### src/rtl/pixel_array_readout_pkg.sv
// Shared types and defaults for the pixel array readout block.
// Holds the FSM state encoding and the default array geometry.
package pixel_readout_pkg;

   localparam int DEF_BIT_DEPTH = 10;
   localparam int DEF_N_ROWS    = 2;
   localparam int DEF_N_COLS    = 2;

   typedef enum logic [2:0] {
      ST_IDLE,
      ST_SELECT,
      ST_CAPTURE,
      ST_OUTPUT,
      ST_DONE
   } state_t;

   // Counter width for n items, never narrower than one bit.
   function automatic int cnt_width(input int n);
      return (n > 1) ? $clog2(n) : 1;
   endfunction

endpackage

### src/rtl/pixel_array_readout_if.sv
// Pixel stream handshake between the readout block and its consumer.
// The master drives data/valid/last, the slave answers with ready.
interface pixel_array_readout_if
   import pixel_readout_pkg::*;
#(
   parameter int BIT_DEPTH = DEF_BIT_DEPTH
);

   logic [BIT_DEPTH-1:0] PIXEL_DATA;
   logic                 PIXEL_VALID;
   logic                 PIXEL_READY;
   logic                 PIXEL_LAST;

   modport master (
      output PIXEL_DATA,
      output PIXEL_VALID,
      output PIXEL_LAST,
      input  PIXEL_READY
   );

   modport slave (
      input  PIXEL_DATA,
      input  PIXEL_VALID,
      input  PIXEL_LAST,
      output PIXEL_READY
   );

endinterface

### src/rtl/pixel_array_readout_gray_to_binary.sv
// Combinational Gray-to-binary decoder for one pixel counter code.
// Each binary bit is the XOR of all Gray bits at or above it.
module gray_to_binary
   import pixel_readout_pkg::*;
#(
   parameter int BIT_DEPTH = DEF_BIT_DEPTH
) (
   input  logic [BIT_DEPTH-1:0] gray,
   output logic [BIT_DEPTH-1:0] binary
);

   logic acc;

   always_comb begin
      binary = '0;
      acc    = 1'b0;
      for (int i = BIT_DEPTH - 1; i >= 0; i--) begin
         acc       = acc ^ gray[i];
         binary[i] = acc;
      end
   end

endmodule

### src/rtl/pixel_array_readout.sv
// Frame readout of a Gray-counter pixel array: selects each row,
// captures and decodes it, then streams the pixels over a handshake.
module pixel_array_readout
   import pixel_readout_pkg::*;
#(
   parameter int BIT_DEPTH = DEF_BIT_DEPTH,
   parameter int N_ROWS    = DEF_N_ROWS,
   parameter int N_COLS    = DEF_N_COLS
) (
   input  logic                        READOUT_CLOCK,
   input  logic                        READOUT_RESET,
   input  logic                        READ_START,
   output logic [N_ROWS-1:0]           ROW_SELECT,
   input  logic [N_COLS*BIT_DEPTH-1:0] COLUMN_DATA,
   output logic                        BUSY,
   output logic                        FRAME_DONE,
   pixel_array_readout_if.master       pixel
);

   localparam int RW = cnt_width(N_ROWS);
   localparam int CW = cnt_width(N_COLS);

   localparam logic [RW-1:0] ROW_MAX = RW'(N_ROWS - 1);
   localparam logic [CW-1:0] COL_MAX = CW'(N_COLS - 1);

   state_t               state;
   logic [RW-1:0]        row;
   logic [CW-1:0]        col;
   logic [N_ROWS-1:0]    sel;
   logic                 valid;
   logic                 last;
   logic                 busy;
   logic                 done;
   logic [BIT_DEPTH-1:0] buffer  [N_COLS];
   logic [BIT_DEPTH-1:0] decoded [N_COLS];
   logic                 row_last;
   logic                 next_is_last_col;

   for (genvar c = 0; c < N_COLS; c++) begin : g_dec
      gray_to_binary #(
         .BIT_DEPTH (BIT_DEPTH)
      ) u_dec (
         .gray   (COLUMN_DATA[c*BIT_DEPTH +: BIT_DEPTH]),
         .binary (decoded[c])
      );
   end

   assign row_last         = (row == ROW_MAX);
   assign next_is_last_col = (int'(col) + 2 == N_COLS);

   always_ff @(posedge READOUT_CLOCK) begin
      if (READOUT_RESET) begin
         state <= ST_IDLE;
         row   <= '0;
         col   <= '0;
         sel   <= '0;
         valid <= 1'b0;
         last  <= 1'b0;
         busy  <= 1'b0;
         done  <= 1'b0;
         for (int c = 0; c < N_COLS; c++) begin
            buffer[c] <= '0;
         end
      end else begin
         done <= 1'b0;
         unique case (state)
            ST_IDLE: begin
               if (READ_START) begin
                  state <= ST_SELECT;
                  row   <= '0;
                  col   <= '0;
                  sel   <= N_ROWS'(1);
                  busy  <= 1'b1;
               end
            end
            ST_SELECT: begin
               state <= ST_CAPTURE;
            end
            ST_CAPTURE: begin
               state  <= ST_OUTPUT;
               sel    <= '0;
               valid  <= 1'b1;
               last   <= row_last && (N_COLS == 1);
               buffer <= decoded;
            end
            ST_OUTPUT: begin
               // Data and last hold until the consumer takes the pixel.
               if (pixel.PIXEL_READY) begin
                  if (col == COL_MAX) begin
                     col   <= '0;
                     valid <= 1'b0;
                     last  <= 1'b0;
                     if (row_last) begin
                        state <= ST_DONE;
                        done  <= 1'b1;
                     end else begin
                        state <= ST_SELECT;
                        row   <= row + 1'b1;
                        sel   <= N_ROWS'(1) << (row + 1'b1);
                     end
                  end else begin
                     col  <= col + 1'b1;
                     last <= row_last && next_is_last_col;
                  end
               end
            end
            ST_DONE: begin
               state <= ST_IDLE;
               busy  <= 1'b0;
            end
            default: begin
               state <= ST_IDLE;
               sel   <= '0;
               valid <= 1'b0;
               last  <= 1'b0;
               busy  <= 1'b0;
            end
         endcase
      end
   end

   assign ROW_SELECT  = sel;
   assign BUSY        = busy;
   assign FRAME_DONE  = done;

   assign pixel.PIXEL_VALID = valid;
   assign pixel.PIXEL_LAST  = last;
   assign pixel.PIXEL_DATA  = valid ? buffer[col] : '0;

endmodule

### src/flat_wrapper.sv
// flat-port wrapper written by rule: the top's interface ports become plain ports
module pixel_array_readout_flat import pixel_readout_pkg::*;
#(
   parameter int BIT_DEPTH = DEF_BIT_DEPTH,
   parameter int N_ROWS    = DEF_N_ROWS,
   parameter int N_COLS    = DEF_N_COLS
)
  (READOUT_CLOCK, READOUT_RESET, READ_START, ROW_SELECT, COLUMN_DATA, BUSY, FRAME_DONE, pixel_PIXEL_DATA, pixel_PIXEL_VALID, pixel_PIXEL_LAST, pixel_PIXEL_READY);
  pixel_array_readout_if #(.BIT_DEPTH(BIT_DEPTH)) pixel_i ();
  input  logic READOUT_CLOCK;
  input  logic READOUT_RESET;
  input  logic READ_START;
  output logic [N_ROWS-1:0] ROW_SELECT;
  input  logic [N_COLS*BIT_DEPTH-1:0] COLUMN_DATA;
  output logic BUSY;
  output logic FRAME_DONE;
  output wire logic [$bits(pixel_i.PIXEL_DATA)-1:0] pixel_PIXEL_DATA;
  output wire logic [$bits(pixel_i.PIXEL_VALID)-1:0] pixel_PIXEL_VALID;
  output wire logic [$bits(pixel_i.PIXEL_LAST)-1:0] pixel_PIXEL_LAST;
  input wire logic [$bits(pixel_i.PIXEL_READY)-1:0] pixel_PIXEL_READY;
  assign pixel_PIXEL_DATA = pixel_i.PIXEL_DATA;
  assign pixel_PIXEL_VALID = pixel_i.PIXEL_VALID;
  assign pixel_PIXEL_LAST = pixel_i.PIXEL_LAST;
  assign pixel_i.PIXEL_READY = pixel_PIXEL_READY;
  pixel_array_readout #(.BIT_DEPTH(BIT_DEPTH), .N_ROWS(N_ROWS), .N_COLS(N_COLS)) u_core (.READOUT_CLOCK(READOUT_CLOCK), .READOUT_RESET(READOUT_RESET), .READ_START(READ_START), .ROW_SELECT(ROW_SELECT), .COLUMN_DATA(COLUMN_DATA), .BUSY(BUSY), .FRAME_DONE(FRAME_DONE), .pixel(pixel_i));
endmodule
### config.mk
export PLATFORM = sky130hd
export DESIGN_NAME = pixel_array_readout_flat
export DESIGN_NICKNAME = d
export VERILOG_FILES = /design/src/rtl/pixel_array_readout_pkg.sv /design/src/rtl/pixel_array_readout_if.sv /design/src/rtl/pixel_array_readout_gray_to_binary.sv /design/src/rtl/pixel_array_readout.sv /design/src/flat_wrapper.sv
export SDC_FILE = /design/constraint.sdc
export NUM_CORES = 1
export LEC_CHECK = 0
export ABC_AREA = 1
export BUFFER_PORTS_ARGS = -buffer_cell sky130_fd_sc_hd__buf_2
export CAP_MARGIN = 10
export CORE_UTILIZATION = 45
export CTS_BUF_LIST = sky130_fd_sc_hd__clkbuf_8
export CTS_CLUSTER_DIAMETER = 50
export CTS_CLUSTER_SIZE = 10
export DETAILED_ROUTE_END_ITERATION = 6
export GPL_TIMING_DRIVEN = 0
export PLACE_DENSITY = 0.7
export SYNTH_ARGS = -nofsm -noshare
export SYNTH_HDL_FRONTEND = slang
export SYNTH_HIERARCHICAL = 1
export SYNTH_SLANG_ARGS = --single-unit
### constraint.sdc
create_clock -name READOUT_CLOCK -period 3.2 [get_ports READOUT_CLOCK]
set_input_delay 0.32 -clock READOUT_CLOCK [delete_from_list [all_inputs] [get_ports READOUT_CLOCK]]
set_output_delay 0.32 -clock READOUT_CLOCK [all_outputs]
set_load 0.01 [all_outputs]
=== Yosys cells after proc, flatten, opt, wreduce, memory -nomap -nowiden ===
Index checks and enable logic that the tools add are counted.

* Bits in registers: 31
* Input port bits: 24
* Output and inout port bits: 16
* Word-level logic and storage cells: 94

* Add/sub/neg operators: 3
* Order comparisons: 1
* Equality and inequality tests: 9
* Shift-type cells: 1
* Multiplexer cells: 31
* Bitwise operators: 25
* Reductions and logical operators: 14

{| class="wikitable"
|+ Operators by type and width
! cell !! number
|-
| two-way mux 10 bit || 4
|-
| == test 32 x 3 -> 1 bit (second input constant) || 1
|-
| bitwise XOR 1 bit || 18
|-
| two-way mux 1 bit || 12
|-
| two-way mux 3 bit || 4
|-
| case mux 3 bit (4 select lines) || 1
|-
| AND reduction 3 bit || 3
|-
| two-way mux 2 bit || 4
|-
| case mux 1 bit (2 select lines) || 4
|-
| == test 3 x 2 -> 1 bit (second input constant) || 2
|-
| inequality test 2 bit (second input constant) || 3
|-
| inverter 1 bit || 6
|-
| case mux 2 bit (3 select lines) || 1
|-
| OR reduction 3 bit || 2
|-
| AND reduction 5 bit || 1
|-
| AND reduction 2 bit || 2
|-
| AND reduction 4 bit || 1
|-
| OR reduction 4 bit || 1
|-
| adder 1 x 2 -> 3 bit (second input constant) || 1
|-
| == test 3 x 1 -> 1 bit (second input constant) || 1
|-
| == test 3 bit (second input constant) || 1
|-
| zero test 3 bit || 1
|-
| case mux 1 bit (3 select lines) || 1
|-
| adder 1 bit (second input constant) || 2
|-
| other kinds (7) || 7
|}

=== Depth between registers and ports, before layout ===
Gate-level depths: netlist of the first run.

* Depth in word-level cells: 9
* Mapped depth: 18
* Mapped depth without buffers: 17

=== Cells and area by module ===
The synthesis of the first run kept the hierarchy.

{| class="wikitable"
|+ Modules (own cells, without submodules)
! module !! instances !! cells an instance !! area each (um2) !! seq. area each (um2)
|-
| pixel_array_readout || 1 || 185 || 1323.8 || 620.6
|-
| gray_to_binary || 2 || 51 || 331.6 || 0.0
|}

=== Worst setup path before layout of the first run ===
Ideal clock, no wire load.

* Kind: input to register
* From: input COLUMN_DATA[9]
* To: register u_core/buffer[10] (netlist bit)
* Setup time: 119 ps
* Arrival time: 1598 ps
* Slack: 1483 ps
* Cell stages on the path: 15
* Path buffers: 1
* Cell sequence: inv_1 nand2_1 nand3_4 nand3_2 nand3_1 nand3_4 nand3_1 nand3_2 nand2_2 nand2_1 nand3_1 nand2_1 buf_4 o21ai_0 a21oi_1

{| class="wikitable"
|+ RTL lines
! item !! RTL line !! text
|-
| from (decl) || flat_wrapper.sv:14 || <nowiki>input logic [N_COLS*BIT_DEPTH-1:0] COLUMN_DATA;</nowiki>
|-
| to (signal assigned) || pixel_array_readout.sv:84 || <nowiki>buffer <= decoded;</nowiki>
|-
| to (decl) || pixel_array_readout.sv:34 || <nowiki>logic [BIT_DEPTH-1:0] buffer [N_COLS];</nowiki>
|}

=== Final worst setup path of the first run ===
* From: register u_core.col
* To: output pixel_PIXEL_DATA[6]

* Longest elaborated chain between the ends: 5

{| class="wikitable"
|+ Ends and longest elaborated chain
! item !! RTL line !! text
|-
| from (decl) || pixel_array_readout.sv:28 || <nowiki>logic [CW-1:0] col;</nowiki>
|-
| from (signal assigned) || pixel_array_readout.sv:102 || <nowiki>col <= col + 1'b1;</nowiki>
|-
| inverter 1 -> 2 bit (implied by the code) || pixel_array_readout.sv:128 || <nowiki>assign pixel.PIXEL_DATA = valid ? buffer[col] : '0;</nowiki>
|-
| two-way mux 10 bit (implied by the code) (3 in series) || pixel_array_readout.sv:128 ||
|-
| two-way mux 10 bit || pixel_array_readout.sv:128 ||
|-
| to (decl) || flat_wrapper.sv:17 || <nowiki>output wire logic [$bits(pixel_i.PIXEL_DATA)-1:0] pixel_PIXEL_DATA;</nowiki>
|}

No other way between the ends. The select of a mux whose other input is x is not followed.

==> run_results.csv, run 1 <==
group,metric,value,unit
run_status,run_status,"completed",
power,power.share.clock,23.9,%
layout,final-seq-area,621,um^2
sta,skew,0.00311,ns
worst_setup_path,crit_required,2.88,ns
die,die_h,68.5,um
yosys,syn_inst,287,
yosys,synth_area_per_cell,6.92,um^2
detailed_routing,drtIter0Drc,91,
placement,port-buffer-count,38,
sta,fin_crit,1.83,ns
min_path,hold_class,"input pin to flop",
layout,antenna_cells,0,
sta,grt_setup_unrepaired,"no",
sta,worstMarginPinSlew,0.466,ns
layout,final_cell_mix,"inv_1, buf_2, nand2_1, a21oi_1, o21ai_0",
global_routing,first_global_vias,1570,
power,power_density,529,nW/um^2
global_routing,antenna_found_initial,0,
detailed_routing,routed_via_density,4.89,
worst_setup_path,endpoint_kind,"primary output",
layout,design_area,2320,um^2
clocking,cts.reportedPaths.clkPinSlew,0.06,ns
yosys,yosys_warnings,6,
detailed_routing,drt-total-wl,4100,um
clocking,cts_buffers,5,
detailed_routing,drcViolationCount,0,
clocking,cts_sinks,31,
worst_setup_path,cp_top_family,"buffers and inverters",
worst_setup_path,startpoint_type,"flop",
sta,period_share,57.1,%
worst_setup_path,cp_cell_sequence,"clkbuf_1 -> o21ai_0 -> a21oi_1 -> buf_2",
layout,layout-drive-gt1-share,29.4,%
worst_setup_path,rr_worst_depth,4,
sta,hold_viol,0,
layout,multiInputGateArea,1090,um^2
placement,gp_congestion,0.825,
yosys,netlist_area,1990,um^2
power,ir_drop,0.176,mV
die,coreArea,4120,um^2
layout,final_common_cell,"inv_1",
layout,nNetsFinal,356,
layout,postLayoutCoreUtil,56.5,%
worst_setup_path,worst-path-stages,4,
power,switching_power,0.458,mW
yosys,synth.distinct_cells,21,
global_routing,grt_pass1_wl,6620,um
yosys,syn_nets,311,
worst_setup_path,crit_arrival,1.51,ns
power,p_comb_share,34.8,%
clocking,clock_latency,0.28,ns
clocking,hold_buffers,0,
detailed_routing,postRouteAntennaNets,0,
die,rows,23,
sta,finalMaxSlewViolations,0,
sta,setup_tns,0,ns
sta,holdWs,0.315,ns
clocking,post-cts-setup-buffer-count,0,
die,fp.dieArea,4690,um^2
clocking,root_buffer,"clkbuf_8",
layout,fin_cells,383,
die,die_w,68.5,um
placement,place_area,2240,um^2
sta,max_freq,548,MHz
clocking,cts_tree,"yes",
worst_setup_path,worst-path-buf-inv,2,
power,swShare,37.2,%
global_routing,grt_max_degree,11,
clocking,h-tree-depth,2,
placement,dp_cells,375,
power,seqPwrFrac,41.3,%
worst_setup_path,worstPathMaxFanout,10,
clocking,cts_resized,0,
sta,slew_headroom,69.0,%
global_routing,overflow,0,
detailed_routing,firstDrtPassIters,4,
run,maxCapViolCount,0,
power,p_leak,1.16,nW
placement,dp_hpwl,3250,um
die,initial_utilization,48.3,%
worst_setup_path,slowest_delay,0.42,ns
layout,fillers,415,
clocking,clockBufferDepth,2,
power,internal-power,0.772,mW
sta,finalSetupViolCount,0,
worst_setup_path,critPathKind,"flop to primary output",
min_path,holdPathStages,2,
worst_setup_path,critPathSlowestCell,"dfxtp_1",
yosys,ys_seq_elements,31,
yosys,ys_seq_area_share,31.2,%
global_routing,globalRouteTotalUtil,19.5,%
detailed_routing,via_count,1871,
layout,areaGrowthSynthToFinish,16.9,%
die,io_pins,40,
detailed_routing,wl_per_cell,10.7,um
[final cells by class]
| class | count | area share, % |
|---|---|---|
| clock inverters | 3 | 0.646 |
| clock buffers | 5 | 2.96 |
| well taps | 50 | 2.69 |
| plain buffers | 14 | 3.12 |
| flip-flops and latches | 31 | 26.7 |
| repair buffers | 38 | 8.19 |
| multi-input cells | 188 | 47.0 |
| inverters | 54 | 8.72 |
[through the flow]
| stage | setup slack, ns | power [mW] |
|---|---|---|
| final | 1.37 | 1.23 |
| after global placement | 1.21 | 0.934 |
| after detailed placement | 1.17 | 0.943 |
| after CTS | 1.40 | 1.24 |
| after floorplan | 1.48 | 0.828 |
| after global routing | 1.24 | 1.32 |
[registers in the layout, summed over array words and instances (netlist names)]
register                  flops
u_core/buffer                20
u_core/state                  3
u_core/ROW_SELECT             2
u_core/BUSY                   1
u_core/FRAME_DONE             1
u_core/col                    1
u_core/pixel.PIXEL_LAST       1
u_core/pixel.PIXEL_VALID      1
u_core/row                    1
[worst paths after layout]
kind                                  startpoint                        endpoint  slack [ns]
setup / recovery         u_core/col$_SDFFE_PP0P_             pixel_PIXEL_DATA[6]        1.37
hold / removal                     READOUT_RESET         u_core/col$_SDFFE_PP0P_        0.32
setup reg to reg    u_core/state[2]$_SDFFE_PP0P_   u_core/buffer[8]$_SDFFE_PP0P_        1.88
hold reg to reg   u_core/buffer[10]$_SDFFE_PP0P_  u_core/buffer[10]$_SDFFE_PP0P_        0.44
[synthesized netlist by cell type]
cell type,instances,share of area (%)
nor2_2,1,0.32
nand2_2,11,3.5
inv_1,50,9.4
o21ai_0,33,8.3
nand2_4,8,4.5
buf_2,3,0.76
nand3_4,6,5.3
clkbuf_2,1,0.25
nand3_1,23,5.8
clkbuf_1,6,1.1
dfxtp_1,31,31
o21ai_1,2,0.50
nand3_2,13,6.5
inv_2,4,0.76
nor2_4,1,0.57
nor2_1,9,1.7
a21oi_1,36,9.1
a31oi_1,1,0.32
nand2_1,41,7.7
nor3_1,3,0.76
buf_4,4,1.5
[cells by family after synthesis]
logic type | synth area share [%]
buffers and inverters | 13.9
AND/OR/NAND/NOR | 36.7
AO/OA/AOI/OAI | 18.2
flip-flops | 31.2
[layer usage]
metal / global-route usage (%) / share of wire, % / up-vias / wire length, um
li1: - / - / 1011 / -
met1: 23.7 / 48 / 814 / 1980
met2: 31.7 / 46 / 42 / 1890
met3: 6.00 / 4.6 / 4 / 187
met4: 7.81 / 1.1 / 0 / 44
met5: 0 / 0 / - / 0
[power by group through the flow]
stage                     sequential (mW)  clock, mW  combinational, mW
after floorplan                     0.514          0              0.314
after global placement              0.515          0              0.419
after detailed placement            0.516          0              0.427
after CTS                           0.508      0.306              0.429
after global routing                0.519      0.321              0.484
final                               0.508      0.294              0.428
No activity file was read; power rests on OpenSTA's default activity.
==> run 2: changes to the inputs <==
--- a/config.mk
+++ b/config.mk
@@ -5,7 +5,7 @@
 export SDC_FILE = /design/constraint.sdc
 export NUM_CORES = 1
 export LEC_CHECK = 0
-export ABC_AREA = 1
+export ABC_AREA = 0
 export BUFFER_PORTS_ARGS = -buffer_cell sky130_fd_sc_hd__buf_2
 export CAP_MARGIN = 10
 export CORE_UTILIZATION = 45
@@ -14,7 +14,7 @@
 export CTS_CLUSTER_SIZE = 10
 export DETAILED_ROUTE_END_ITERATION = 6
 export GPL_TIMING_DRIVEN = 0
-export PLACE_DENSITY = 0.7
+export PLACE_DENSITY = 0.74
 export SYNTH_ARGS = -nofsm -noshare
 export SYNTH_HDL_FRONTEND = slang
 export SYNTH_HIERARCHICAL = 1
==> constraint.sdc (replaced) <==
create_clock -name READOUT_CLOCK -period 1.6 [get_ports READOUT_CLOCK]
set_input_delay 0.16 -clock READOUT_CLOCK [delete_from_list [all_inputs] [get_ports READOUT_CLOCK]]
set_output_delay 0.16 -clock READOUT_CLOCK [all_outputs]
set_load 0.01 [all_outputs]
==> run 2 against run 1 <==
  * Cell count shrank 25%
  * Global-route usage shrank 0.80 points
  * Non-clock buffer count grew 4
  * Sequential share of layout area grew 3.0 points
  * Die area shrank 13%
  * Area after synthesis shrank 13%
==> run_results.csv, run 2 <==
group,metric,value,unit
worst_setup_path,cp_cell_sequence,"clkbuf_4 -> buf_12 -> mux2i_2 -> nor2b_1 -> buf_2",
worst_setup_path,crit_arrival,1.37,ns
layout,largest_reg_flops,20,
layout,postLayoutCoreUtil,57.0,%
global_routing,grt_max_degree,11,
placement,dp_hpwl,2570,um
sta,skew,0.00428,ns
detailed_routing,firstDrtPassIters,4,
yosys,synth_top_area_share,35.9,%
power,p_leak,0.892,nW
die,initial_utilization,47.2,%
yosys,syn_inst,194,
yosys,synth_edf_count,0,
clocking,clock_latency,0.28,ns
detailed_routing,drt-total-wl,3510,um
yosys,netlist_area,1730,um^2
yosys,synth_area_leaders,"dfxtp_1, nand2_1, a21oi_1",
sta,fin_crit,1.53,ns
detailed_routing,via_count,1466,
worst_setup_path,reg2reg_from,"u_core/state[0]$_SDFFE_PP0P_",
die,io_pins,40,
worst_setup_path,slowest_delay,0.31,ns
layout,areaGrowthSynthToFinish,20.8,%
die,fp.dieArea,4090,um^2
clocking,cts_resized,2,
die,rows,22,
yosys,syn_nets,218,
power,ir_drop,0.496,mV
worst_setup_path,worstPathMaxFanout,10,
sta,setup_ws,0.0653,ns
power,power.total,2.00,mW
layout,antenna_cells,0,
yosys,synth_top_area_cell,"dfxtp_1",
clocking,cts_tree,"yes",
placement,pre_cts_ws,-0.100,ns
yosys,synth_ff_type,"dfxtp_1",
sta,slew_headroom,67.7,%
run_status,run_status,"completed",
clocking,root_buffer,"clkbuf_8",
layout,top_register,"u_core/buffer",
clocking,cts_buffers,5,
run,maxCapViolCount,0,
yosys,synthAdderAreaFrac,0,%
worst_setup_path,startpoint_type,"flop",
clocking,hold_buffers,0,
yosys,synth_area_per_cell,8.91,um^2
layout,final_cell_mix,"buf_2, nand2_1, dfxtp_1, a21oi_1",
yosys,async_flop_share,0,%
sta,setup_tns,0,ns
yosys,synth.distinct_cells,34,
placement,port-buffer-count,39,
yosys,synth_common_cells,"nand2_1, dfxtp_1, a21oi_1",
yosys,muxShareOfSynthArea,5.79,%
yosys,yosys_warnings,6,
clocking,cts_sinks,31,
sta,period_share,95.9,%
yosys,synth-compound-area-share,10.3,%
worst_setup_path,worst-path-buf-inv,3,
yosys,yosysMostFrequentCell,"nand2_1",
layout,fillers,349,
worst_setup_path,crit_required,1.44,ns
layout,layout-drive-gt1-share,26.6,%
min_path,hp-start,"READOUT_RESET",
placement,gp_congestion,0.825,
detailed_routing,drtIter0Drc,66,
yosys,synth_top_family_by_area,"simple AND/OR/NAND/NOR gates",
clocking,cts.reportedPaths.clkPinSlew,0.06,ns
worst_setup_path,critPathLaunch,"u_core/col$_SDFFE_PP0P_",
global_routing,globalRouteTotalUtil,18.7,%
die,die_w,64.0,um
sta,max_freq,652,MHz
clocking,h-tree-depth,2,
detailed_routing,drcViolationCount,0,
sta,grt_setup_unrepaired,"no",
global_routing,grt_pass1_wl,5820,um
worst_setup_path,critPathKind,"flop to primary output",
global_routing,first_global_vias,1329,
die,die_h,64.0,um
yosys,synthSimpleGateAreaFrac,22.4,%
die,coreArea,3660,um^2
worst_setup_path,endpoint_kind,"primary output",
sta,worstMarginPinSlew,0.485,ns
clocking,post-cts-setup-buffer-count,0,
detailed_routing,routed_via_density,5.07,
yosys,synth_xor_area_share,19.5,%
global_routing,antenna_found_initial,0,
sta,hold_viol,0,
layout,nNetsFinal,264,
yosys,ys_seq_area_share,35.9,%
sta,finalMaxSlewViolations,0,
power,power_density,957,nW/um^2
worst_setup_path,cp_top_family,"buffers and inverters",
detailed_routing,postRouteAntennaNets,0,
clocking,clockBufferDepth,2,
detailed_routing,wl_per_cell,12.1,um
sta,finalSetupViolCount,0,
min_path,hold_class,"input pin to flop",
yosys,ys_seq_elements,31,
worst_setup_path,critPathSlowestCell,"dfxtp_1",
global_routing,overflow,0,
layout,final_common_cell,"buf_2",
## run 2: changes by cell type after synthesis, sizes merged, moves of 3 or more
cell / previous run / this run
a21oi: 36 / 24
buf: 7 / 13
clkbuf: 7 / 4
inv: 54 / 2
mux2i: 0 / 10
nand2: 60 / 43
nand3: 42 / 1
nand4b: 0 / 4
nor2: 11 / 3
nor2b: 0 / 11
o21ai: 35 / 0
xnor2: 0 / 6
xnor3: 0 / 6
xor2: 0 / 11
## run 2: power by group
part	total (mW)	internal, mW	switching, mW
logic	0.574	0.307	0.267
clock network	0.559	0.291	0.268
registers	0.866	0.833	0.0330
## run 2: final cells by class
class / count / area, um^2 / share of cell area [%]
Multi-Input combinational cell: 144 / 1010 / 48.2
Inverter: 2 / 7.51 / 0.359
Clock inverter: 3 / 12.5 / 0.599
Timing Repair Buffer: 39 / 195 / 9.35
Tap cell: 48 / 60.1 / 2.88
Sequential cell: 31 / 621 / 29.7
Clock buffer: 5 / 68.8 / 3.30
Buffer: 17 / 118 / 5.63
## run 2: logic make-up after synthesis
logic type | after synthesis
xor+xnor | 25
compound gates | 31
mux | 10
flops | 31
buf+inv | 19
simple gates | 78
## run 2: per-layer routing
metal	up-vias	track usage (%)	part of all wire, %
li1	742	-	-
met1	676	23.4	47
met2	46	30.3	47
met3	2	5.00	5.6
met4	0	7.67	0.74
met5	-	0	0
## run 2: worst reg2reg max path, stage by stage, from the launching register on
cell and delay (ns):
dfxtp_1 0.32, buf_4 0.17, nor4b_1 0.41, nor2_1 0.08, a21o_1 0.19
## run 2: worst paths after layout
| check | end | slack (ns) | cells after the start |
|---|---|---|---|
| worst min register to register | u_core/buffer[15]$_SDFFE_PP0P_ | 0.45 | 2 |
| worst max-delay path | pixel_PIXEL_DATA[4] | 0.07 | 5 |
| worst max register to register | u_core/row$_SDFFE_PP0P_ | 0.33 | 4 |
| worst min-delay path | u_core/state[1]$_SDFFE_PP0P_ | 0.14 | 2 |
## run 2: stage by stage
| stage | hold WS (ns) | instances | instance area (um^2) |
|---|---|---|---|
| finish | 0.145 | 289 | 2090 |
| CTS | 0.131 | 289 | 2070 |
| global route | 0.149 | 289 | 2090 |
| detailed placement | 0.430 | 281 | 1980 |
| global placement | 0.425 | 281 | 1980 |
| floorplan | 0.250 | 194 | 1730 |
